`src/rtl/dlf_iir_mc.sv`:
```
// Multi-channel, time-multiplexed 3rd-order IIR loop filter.
// One shared multiplier walks seven terms per sample out of a per-channel
// history store, then the result is rounded, saturated and fed back.
module dlf_iir_mc #(
  parameter int DATA_W    = 8,
  parameter int COEF_W    = 20,
  parameter int COEF_FRAC = 18,
  parameter int NUM_CH    = 4,
  parameter int CH_W      = (NUM_CH > 1) ? $clog2(NUM_CH) : 1,
  parameter int ACC_W     = DATA_W + COEF_W + 3
) (
  input  logic                     clk,
  input  logic                     rst,
  input  logic                     in_valid,
  output logic                     in_ready,
  input  logic [CH_W-1:0]          in_ch,
  input  logic [DATA_W-1:0]        in_data,
  input  logic [1:0]               mode,
  output logic                     out_valid,
  output logic [CH_W-1:0]          out_ch,
  output logic [DATA_W-1:0]        out_data,
  output logic                     out_sat,
  input  logic                     coef_we,
  input  logic [2:0]               coef_addr,
  input  logic [COEF_W-1:0]        coef_wdata
);

  localparam int PROD_W = COEF_W + DATA_W;
  localparam logic signed [ACC_W-1:0] RND_HALF = ACC_W'(1) << (COEF_FRAC - 1);
  localparam logic signed [ACC_W-1:0] SAT_HI   = ACC_W'((1 << (DATA_W - 1)) - 1);
  localparam logic signed [ACC_W-1:0] SAT_LO   = ~SAT_HI;

  typedef enum logic [1:0] {IDLE, MAC, OUT} state_t;

  state_t state, state_nx;

  logic [2:0]                k;
  logic signed [COEF_W-1:0]  coef [7];
  logic signed [DATA_W-1:0]  x_hist [NUM_CH][3];
  logic signed [DATA_W-1:0]  y_hist [NUM_CH][3];

  logic [CH_W-1:0]           cur_ch;
  logic signed [DATA_W-1:0]  cur_x;
  logic [1:0]                cur_mode;
  logic signed [ACC_W-1:0]   acc;

  logic                      ch_ok;
  logic signed [COEF_W-1:0]  coef_sel;
  logic signed [DATA_W-1:0]  data_sel;
  logic signed [PROD_W-1:0]  prod;
  logic signed [ACC_W-1:0]   prod_ext;
  logic signed [ACC_W-1:0]   rounded;
  logic signed [ACC_W-1:0]   shifted;
  logic signed [DATA_W-1:0]  filt_data;
  logic                      filt_sat;
  logic signed [DATA_W-1:0]  res_data;
  logic                      res_sat;
  logic                      res_upd;
  logic                      accept;

  // A channel index is only out of range when NUM_CH is not a power of two.
  generate
    if (NUM_CH == (1 << CH_W)) begin : g_full_ch
      assign ch_ok = 1'b1;
    end else begin : g_part_ch
      assign ch_ok = (32'(cur_ch) < 32'(NUM_CH));
    end
  endgenerate

  assign accept = in_valid && in_ready;

  // State register; reset aborts any computation in flight.
  always_ff @(posedge clk or posedge rst) begin
    if (rst) state <= IDLE;
    else     state <= state_nx;
  end

  // Next state and handshake; a coefficient write blocks sample acceptance.
  always_comb begin
    state_nx = state;
    in_ready = 1'b0;
    case (state)
      IDLE: begin
        in_ready = !coef_we;
        if (in_valid && !coef_we) state_nx = MAC;
      end
      MAC:     if (k == 3'd6) state_nx = OUT;
      OUT:     state_nx = IDLE;
      default: state_nx = IDLE;
    endcase
  end

  // Operand mux for term k: b0..b3 pair with x, x1..x3; a1..a3 with y1..y3.
  always_comb begin
    coef_sel = '0;
    data_sel = '0;
    case (k)
      3'd0: begin coef_sel = coef[0]; data_sel = cur_x;            end
      3'd1: begin coef_sel = coef[1]; data_sel = x_hist[cur_ch][0]; end
      3'd2: begin coef_sel = coef[2]; data_sel = x_hist[cur_ch][1]; end
      3'd3: begin coef_sel = coef[3]; data_sel = x_hist[cur_ch][2]; end
      3'd4: begin coef_sel = coef[4]; data_sel = y_hist[cur_ch][0]; end
      3'd5: begin coef_sel = coef[5]; data_sel = y_hist[cur_ch][1]; end
      3'd6: begin coef_sel = coef[6]; data_sel = y_hist[cur_ch][2]; end
      default: begin coef_sel = '0; data_sel = '0; end
    endcase
  end

  assign prod     = coef_sel * data_sel;
  assign prod_ext = {{(ACC_W - PROD_W){prod[PROD_W-1]}}, prod};

  // Round half toward +inf, drop the fraction, then clip to the sample range.
  always_comb begin
    rounded   = acc + RND_HALF;
    shifted   = rounded >>> COEF_FRAC;
    filt_sat  = 1'b0;
    filt_data = shifted[DATA_W-1:0];
    if (shifted > SAT_HI) begin
      filt_data = SAT_HI[DATA_W-1:0];
      filt_sat  = 1'b1;
    end else if (shifted < SAT_LO) begin
      filt_data = SAT_LO[DATA_W-1:0];
      filt_sat  = 1'b1;
    end
  end

  // Pick the result by mode; hold and invalid channels leave histories alone.
  always_comb begin
    res_data = '0;
    res_sat  = 1'b0;
    res_upd  = 1'b0;
    if (ch_ok) begin
      case (cur_mode)
        2'b01: begin res_data = cur_x;             res_upd = 1'b1; end
        2'b10: begin res_data = y_hist[cur_ch][0];                 end
        default: begin
          res_data = filt_data;
          res_sat  = filt_sat;
          res_upd  = 1'b1;
        end
      endcase
    end
  end

  // Datapath: coefficient writes, sample latch, MAC sequencing, output and history.
  always_ff @(posedge clk or posedge rst) begin
    if (rst) begin
      for (int i = 0; i < 7; i++) coef[i] <= '0;
      for (int c = 0; c < NUM_CH; c++) begin
        for (int j = 0; j < 3; j++) begin
          x_hist[c][j] <= '0;
          y_hist[c][j] <= '0;
        end
      end
      k         <= '0;
      cur_ch    <= '0;
      cur_x     <= '0;
      cur_mode  <= '0;
      acc       <= '0;
      out_valid <= 1'b0;
      out_ch    <= '0;
      out_data  <= '0;
      out_sat   <= 1'b0;
    end else begin
      out_valid <= 1'b0;
      case (state)
        IDLE: begin
          if (coef_we) begin
            for (int i = 0; i < 7; i++) begin
              if (coef_addr == 3'(i)) coef[i] <= coef_wdata;
            end
          end
          if (accept) begin
            cur_ch   <= in_ch;
            cur_x    <= in_data;
            cur_mode <= mode;
            acc      <= '0;
            k        <= '0;
          end
        end
        MAC: begin
          if (k >= 3'd4) acc <= acc - prod_ext;
          else           acc <= acc + prod_ext;
          k <= k + 3'd1;
        end
        OUT: begin
          out_valid <= 1'b1;
          out_data  <= res_data;
          out_ch    <= cur_ch;
          out_sat   <= res_sat;
          if (res_upd) begin
            x_hist[cur_ch][2] <= x_hist[cur_ch][1];
            x_hist[cur_ch][1] <= x_hist[cur_ch][0];
            x_hist[cur_ch][0] <= cur_x;
            y_hist[cur_ch][2] <= y_hist[cur_ch][1];
            y_hist[cur_ch][1] <= y_hist[cur_ch][0];
            y_hist[cur_ch][0] <= res_data;
          end
        end
        default: ;
      endcase
    end
  end

endmodule

```
`config.mk`:
```
export PLATFORM = sky130hd
export DESIGN_NAME = dlf_iir_mc
export DESIGN_NICKNAME = d
export VERILOG_FILES = /design/src/rtl/dlf_iir_mc.sv
export SDC_FILE = /design/constraint.sdc
export NUM_CORES = 1
export LEC_CHECK = 0
export BUFFER_PORTS_ARGS = -buffer_cell sky130_fd_sc_hd__buf_4
export CORE_ASPECT_RATIO = 1.2
export CORE_MARGIN = 8
export CORE_UTILIZATION = 30
export CTS_CLUSTER_DIAMETER = 100
export DETAILED_ROUTE_END_ITERATION = 7
export GPL_TIMING_DRIVEN = 1
export REMOVE_ABC_BUFFERS = 1
export SETUP_SLACK_MARGIN = 0.1
export SLEW_MARGIN = 20
export SYNTH_ARGS = -nofsm -noshare
export SYNTH_HDL_FRONTEND = slang
export SYNTH_SLANG_ARGS = --single-unit
```
`constraint.sdc`:
```
create_clock -name clk -period 16.1 [get_ports clk]
set_input_delay 0.805 -clock clk [delete_from_list [all_inputs] [get_ports clk]]
set_output_delay 0.805 -clock clk [all_outputs]
set_load 0.02 [all_outputs]
```
After elaboration in Yosys (flattened, before gate mapping)
Cells that the tools add are included.
{"block": "word_totals", "ff_bits": 392, "latch_bits": 0, "mem_bits_rw": 0, "romBits": 0, "input_bits": 39, "output_inout_bits": 13, "wordCells": 128, "mem_count": 0}
{"block": "op_classes", "addsub": 4, "n_mul": 1, "div": 0, "magnitude_cmp": 5, "n_eq_ne": 19, "n_shift": 0, "mux": 36, "bitwise": 2, "n_reduce_logical": 20}
{"op": "$bwmux W96", "count": 6}
{"op": "$demux W24 S2", "count": 3}
{"op": "$pmux W20 S7", "count": 1}
{"op": "$mux W24", "count": 5}
{"op": "$bmux W24 S2", "count": 2}
{"op": "$mux W31", "count": 2}
{"op": "$pmux W31 S2", "count": 1}
{"op": "$pmux W8 S7", "count": 1}
{"op": "$add A31 B19 Y31 const B", "count": 1}
{"op": "$add A31 B28 Y31", "count": 1}
{"op": "$sub A31 B28 Y31", "count": 1}
{"op": "$mul A20 B8 Y28", "count": 1}
{"op": "$mux W8", "count": 3}
{"op": "$reduce_and A3 Y1", "count": 7}
{"op": "$eq A3 B3 Y1 const B", "count": 6}
{"op": "$mux W16", "count": 1}
{"op": "$pmux W8 S2", "count": 1}
{"op": "$gt A13 B8 Y1 const B", "count": 1}
{"op": "$lt A13 B8 Y1 const B", "count": 1}
{"op": "$eq A3 B2 Y1 const B", "count": 4}
{"op": "$reduce_and A2 Y1", "count": 4}
{"op": "$eq A3 B1 Y1 const B", "count": 2}
{"op": "$ge A3 B3 Y1 const B", "count": 2}
{"op": "$logic_not A3 Y1", "count": 2}
{"op": "17 further kinds", "count": 28}

Longest topological paths before layout
Gate-level depths: netlist of the first run.
{"block": "logic_depth", "ltp_word": 9, "ltp_mapped": 42, "depth_no_buf": 37}

Least setup slack after synthesis of the first run
Ideal clock, no wire load.
{"block": "synth_path", "path_type": "register -> register", "startpoint": "register cur_ch[1]", "endpoint": "register acc[30]", "setup_ns": 0.127, "arrival_time_ns": 9.062, "path_slack_ns": 6.911, "stages_incl_launch_ff": 36, "path_buffers": 5, "period_less_slack_ns": 9.189, "cell_sequence": "dfrtp_1 > clkbuf_1 > buf_1 > buf_2 > mux4_2 > a222oi_1 > o211a_1 > clkbuf_1 > clkbuf_1 > nor2_1 > fa_1 > fa_1 > fa_1 > inv_1 > fa_1 > inv_1 > ha_1 > a211o_1 > or3_1 > a211o_1 > and3_1 > a31oi_1 > xnor2_1 > nor2b_1 > o21a_1 > xnor2_1 > ha_1 > a2111oi_0 > nand2b_1 > o2111ai_1 > a21o_1 > nand3_1 > a31oi_1 > xnor2_1 > a22oi_1 > o21ai_1"}
{"block": "synth_via", "elab_chain_cells": 9, "elab_cells_between_ends": 13, "cone_classes": "add/sub: 2; mul: 1; mux: 9; bitwise: 1"}
{"element": "start, declared", "line_no": "42", "rtl": "logic [CH_W-1:0] cur_ch;"}
{"element": "start signal, assigned", "line_no": "174", "rtl": "cur_ch <= in_ch;"}
{"element": "$not A2 Y3 (not written as such) (*)"}
{"element": "$bmux W24 S2 (on tied branches)"}
{"element": "$mux W24 (on tied branches) (2 in a row)", "line_no": "102, 99"}
{"element": "$pmux W8 S7 (*)", "line_no": "97", "rtl": "case (k)"}
{"element": "$mul A20 B8 Y28 (*)", "line_no": "109", "rtl": "assign prod = coef_sel * data_sel;"}
{"element": "$add A31 B28 Y31 or $sub A31 B28 Y31 (tied branches)", "line_no": "183, 182"}
{"element": "$mux W31 (*)", "line_no": "182", "rtl": "if (k >= 3'd4) acc <= acc - prod_ext;"}
{"element": "$pmux W31 S2 (*)", "line_no": "166", "rtl": "case (state)"}
{"element": "end signal, assigned", "line_no": "182"}
{"element": "end signal, assigned", "line_no": "183", "rtl": "else acc <= acc + prod_ext;"}
{"element": "end, declared", "line_no": "45", "rtl": "logic signed [ACC_W-1:0] acc;"}
Mark *: on every way between the ends. The rest lies on a longest branch, timed or not. The select of a mux whose other input is x is not followed.
A chain may end at the register's enable or synchronous reset.

Final worst setup path of the first run
{"block": "layout_path", "startpoint": "register cur_ch[0]", "endpoint": "register acc[29]"}
The elaborated chain is that of the path after synthesis.

==> qor.csv, run 1 <==
metric,value,unit
synth_seq_cells,392,
cp_max_fo,35,
clock-sinks,392,
fmax,100,MHz
period_needed,9.95,ns
syn_area,25000,um^2
synth_area_leaders,"dfrtp_1, mux2_2, fa_1",
hp-class,in -> async,
cts_max_level,2,
pre_cts_ws,6.19,ns
hold_violations,0,
slew_headroom,21.0,%
async_reset_ff_share,100,%
cts_buffers,41,
grt_pass1_wl,99800,um
finalSetupViolations,0,
yosysMostFrequentCell,dfrtp_1,
synth_flop_cell,dfrtp_1,
min_period_over_period,61.8,%
die_y,332,um
antenna_found_initial,3,
grt_use_total,13.3,%
die_w,279,um
critical_path_class,reg -> reg,
dr_total_vias,16900,
nets,2492,
tns,0,ns
register_area,9820,um^2
place_congestion,0.846,
slowest_stage,dfrtp_4,
yosys.area.top_type,dfrtp_1,
grt_max_degree,167,
critPathMaxStageDelay,0.64,ns
clkTransAtPathRegs,0.07,ns
cp.required,16.54,ns
wl,61900,um
overflow,0,
wl_per_cell,18.3,um
cts-root-buf,clkbuf_16,
drc,0,
drive_above_1_share,24.8,%
cts_tree,built,
post_cts_buffers,0,
ys_seq_area_share,39.3,%
syn2layout_area_growth,12.1,%
yosysUniqueCellTypes,76,
vias_per_cell,4.98,
ios,52,
grt_pass1_vias,17700,
coreArea,82900,um^2
synthCells,2219,
num_rows,116,
yosys_warnings,0,
cts_hold_buf,0,
synth_common_cells,"dfrtp_1, mux2_2, inv_1",
drt_first_pass_iters,6,
setup_ws,6.15,ns
cts-resized-gates,0,
clk_latency,0.57,ns
yosysTopAreaCellShare,39.3,%
nFillCells,8287,
io_buffers,51,
dieArea,92700,um^2
status,finished clean,
drv_cap,0,
cp-end-kind,flip-flop,
drt_iter0_markers,954,
ant_nets,0,
worst_pin_slew,1.18,ns
start_util,30.1,%
final_max_slew_viol_count,0,
hpwlAfterDp,43200,um
synth_edf_count,0,
syn_area_per_cell,11.2,um^2
skew,0.0231,ns
crit_top_cell,fa_1,
rsz0062_at_grt,false,
multiInputGateArea,14000,um^2
cts_max_path_buffers,3,
crit_path_start_kind,flip-flop,
crit_arrival,10.39,ns
## through the flow
step / std cells / area, um^2 / hold slack, ns / util [%]
final: 3386 / 28000 / 0.346 / 33.8
after global routing: 3384 / 28000 / 0.391 / 33.8
after CTS: 3384 / 28000 / 0.392 / 33.7
after detailed placement: 3311 / 26600 / 0.468 / 32.1
after global placement: 3311 / 26600 / 0.458 / 32.1
after floorplan: 2102 / 24500 / 0.443 / -
## flip-flops by register name (all words and copies together) (netlist names), 3 cells and up
name / count
coef: 140
x_hist: 96
y_hist: 96
acc: 31
cur_x: 8
out_data: 8
k: 3
## per-layer routing
metal | wire [um] | vias up | global-route usage [%] | part of all wire (%)
li1 | - | 7800 | - | -
met1 | 26000 | 8710 | 16.3 | 42
met2 | 32200 | 259 | 23.9 | 52
met3 | 1980 | 89 | 1.80 | 3.2
met4 | 1730 | 2 | 4.05 | 2.8
met5 | 13 | - | 0 | 0.021
## kinds of logic (layout without fill, tap and decap cells)
kind of cell	count (synthesis)	count (layout)	share of synthesized area [%]
XOR/XNOR	88	88	3.09
buffers and inverters	311	355	4.71
other	0	2	0
AO/OA/AOI/OAI	357	357	10.1
adder cells (fa/ha/maj)	220	220	14.9
AND/OR/NAND/NOR	469	469	8.55
flip-flops	392	392	39.3
multiplexers	382	382	19.4
## cell usage in the layout, fill, tap and decap left out, types with 7 or more instances in the layout
cell and n:
o21ai_1 9, a221oi_1 14, fa_1 129, mux4_2 48, or3_1 7, nor2_1 153, ha_1 91, o21ai_0 60
a21oi_1 65, nand2_1 163, dfrtp_1 389, and2_1 12, nor3_1 15, xor2_1 37, a31oi_1 12, nand2b_1 16
clkinv_2 10, a21o_1 29, mux2_2 330, nand4_1 8, a222oi_1 21, or2_2 7, nand3_1 33, o31ai_1 26
o211ai_1 7, and3_1 14, xnor2_1 51, a22oi_1 47, o21a_1 13, inv_1 192, buf_4 87, nor2b_1 12
clkbuf_16 42
## cell type report
class                   count  area share [%]
multi-input cells        1516            50.1
flip-flops and latches    392            35.1
well taps                1121            5.01
clock buffers              54            4.13
inverters                 194            2.63
repair buffers             88            2.41
clock inverters            19           0.662
diodes                      2          0.0179
## critical path: cells and delay by family, from the launching register on
family          cells  cell delay (ns)
flops               1             0.64
xor+xnor            3             0.50
buf+inv             5             1.10
fa+ha+maj           6             2.73
compound gates     13             3.03
simple gates        5             1.11
mux                 1             0.64
## final timing paths
kind	startpoint	endpoint	slack, ns	cells past startpoint
setup / recovery	cur_ch[0]	acc[29]	6.15	33
hold / removal	rst	out_valid	0.35	2
setup reg to reg	cur_ch[0]	acc[29]	6.15	33
hold reg to reg	out_data[3]	out_data[3]	0.48	2
max in group asynchronous	rst	coef[6]	13.57	4
min in group clk	mode[1]	cur_mode[1]	0.47	2
Power of run 1 is left out: the tool's default activity adds up to more than one toggle a clock period on the data nets, which glitch-free logic cannot reach.
==> inputs of run 2 (changes only) <==
clock period = 9.45 ns   (was 16.1 ns; I/O delays follow)
==> run 2 against run 1 <==
Against the previous run:
- via count is 2.2% higher
- fmax is 12% higher
- clock skew is 0.027 ns higher
- first-iteration DRC count is 21% higher
- register-to-register slack worse by 5.6 ns
- flip-flop and latch count stayed put
- die area stayed put
- non-clock buffer count is 51 higher
- cell count is 1.4% higher
==> qor.csv, run 2 (synthesis gave the netlist of run 1 again) <==
metric,value,unit,change
hpwlAfterDp,45200,um,+4.6%
clock-sinks,392,,unchanged
hp-class,in -> reg,,
slew_headroom,26.1,%,+5.1 points
grt_use_total,13.7,%,+0.46 points
ant_nets,0,,unchanged
drt_first_pass_iters,5,,-1
largest_reg_flops,140,,unchanged
most-common-layout-cells,"dfrtp_1, mux2_2, inv_1",,
cts_tree,built,,
nets,2542,,+2.0%
place_congestion,0.848,,+0.22%
largest_register,coef,,
crit_path_start_kind,flip-flop,,
worst_pin_slew,1.11,ns,-0.0700 ns
cts_max_path_buffers,3,,unchanged
reg.largest.list,"coef x140, x_hist x96, y_hist x96",,
rsz0062_at_grt,false,,
fin_cells,3435,,+1.4%
hold_violations,0,,unchanged
die_y,332,um,unchanged
cp-end-kind,flip-flop,,
period_needed,8.89,ns,-1.06 ns
coreArea,82900,um^2,unchanged
r2r-start,k[0],,
ios,52,,unchanged
critical_path_class,reg -> reg,,
nFillCells,8229,,-0.70%
final_common_cell,dfrtp_1,,
clk_latency,0.59,ns,+0.02 ns
vias_per_cell,5.02,,+0.75%
crit_top_cell,inv_1,,
grt_pass1_wl,103000,um,+3.1%
fmax,112,MHz,+12%
drc,0,,unchanged
status,finished clean,,
antenna_found_initial,2,,-1
cts_max_level,2,,unchanged
holdCritStartpoint,in_data[5],,
slowest_stage,fa_1,,
grt_pass1_vias,18200,,+2.8%
io_buffers,51,,unchanged
drv_cap,0,,unchanged
worstSetupStartpoint,k[0],,
overflow,0,,unchanged
wl_per_cell,18.8,um,+2.8%
cp_max_fo,7,,-80%
start_util,30.1,%,unchanged
wl,64600,um,+4.3%
drt_iter0_markers,1150,,+21%
min_period_over_period,94.1,%,+32 points
cp.required,9.96,ns,-6.58 ns
final_max_slew_viol_count,0,,unchanged
dr_total_vias,17200,,+2.2%
drive_above_1_share,26.9,%,+2.1 points
die_w,279,um,unchanged
critPathMaxStageDelay,0.56,ns,-0.08 ns
crit_arrival,9.40,ns,-0.99 ns
dieArea,92700,um^2,unchanged
cts_buffers,40,,-2.4%
finalSetupViolations,0,,unchanged
num_rows,116,,unchanged
grt_max_degree,164,,-1.8%
clkTransAtPathRegs,0.07,ns,about the same
cts-root-buf,clkbuf_16,,
skew,0.0506,ns,+0.0275 ns
dpl.cell_count,3346,,+1.1%
syn2layout_area_growth,14.7,%,
run 2: cell types whose count changed in the layout (fill, tap and decap cells not counted), sizes merged, moves of 2 or more:
cell and delta:
buf +49, clkinv -2, clkinvlp -2, bufinv +3
run 2: stage by stage:
| stage | util, % | TNS [ns] | hold WS [ns] | worst slack [ns] | area [um^2] |
|---|---|---|---|---|---|
| finish | 34.6 | 0 | 0.112 | 0.558 | 28600 |
| floorplan | - | -756.76 | 0.443 | -1.92 | 24500 |
| global placement | 32.5 | 0 | 0.467 | 0.295 | 27000 |
| CTS | 34.2 | 0 | 0.0787 | 0.139 | 28400 |
| detailed placement | 32.5 | 0 | 0.466 | 0.188 | 27000 |
| global route | 34.6 | 0 | 0.0910 | 0.0842 | 28600 |
run 2: final timing paths:
kind,end,slack [ns],depth (start not counted)
worst max-delay path,acc[29],0.56,34
worst min-delay path,cur_x[5],0.11,2
worst max register to register,acc[29],0.56,34
worst min register to register,y_hist[44],0.48,2
max in group asynchronous,cur_ch[1],7.40,4
min in group asynchronous,acc[19],0.54,3
run 2: area by class of cell:
cell class                 instances  area [um^2]  share of cell area [%]
timing repair buffer             139         1180                    4.13
inverter                         194          736                    2.57
sequential                       392         9820                    34.3
clock buffer                      53         1120                    3.91
multi-input combinational       1516        14100                    49.2
clock inverter                    19          280                   0.979
tap                             1121         1400                    4.90
antenna                            1         2.50                 0.00874
run 2: timing repair:
item / CTS / global route
setup endpoints to repair: 0 / 13
setup buffers: 0 / 14
endpoints found under the hold margin: 7 / 0
hold buffers: 1 / 0
resized for setup: 0 / 24
run 2: layer usage:
metal  wire length, um  global-route usage (%)  part of all wire (%)
met5                13                       0                 0.020
met4              2190                    5.01                   3.4
met3              2400                    1.98                   3.7
met2             33100                    24.1                    51
met1             26900                    17.0                    42
run 2: critical path: cells and delay by family, from the launching register on:
| kind | cells | cell delay [ns] |
|---|---|---|
| xor+xnor | 3 | 0.45 |
| compound gates | 13 | 2.81 |
| flops | 1 | 0.45 |
| fa+ha+maj | 7 | 2.95 |
| simple gates | 6 | 1.69 |
| buf+inv | 5 | 0.46 |
Power of run 2 is left out for the same reason.
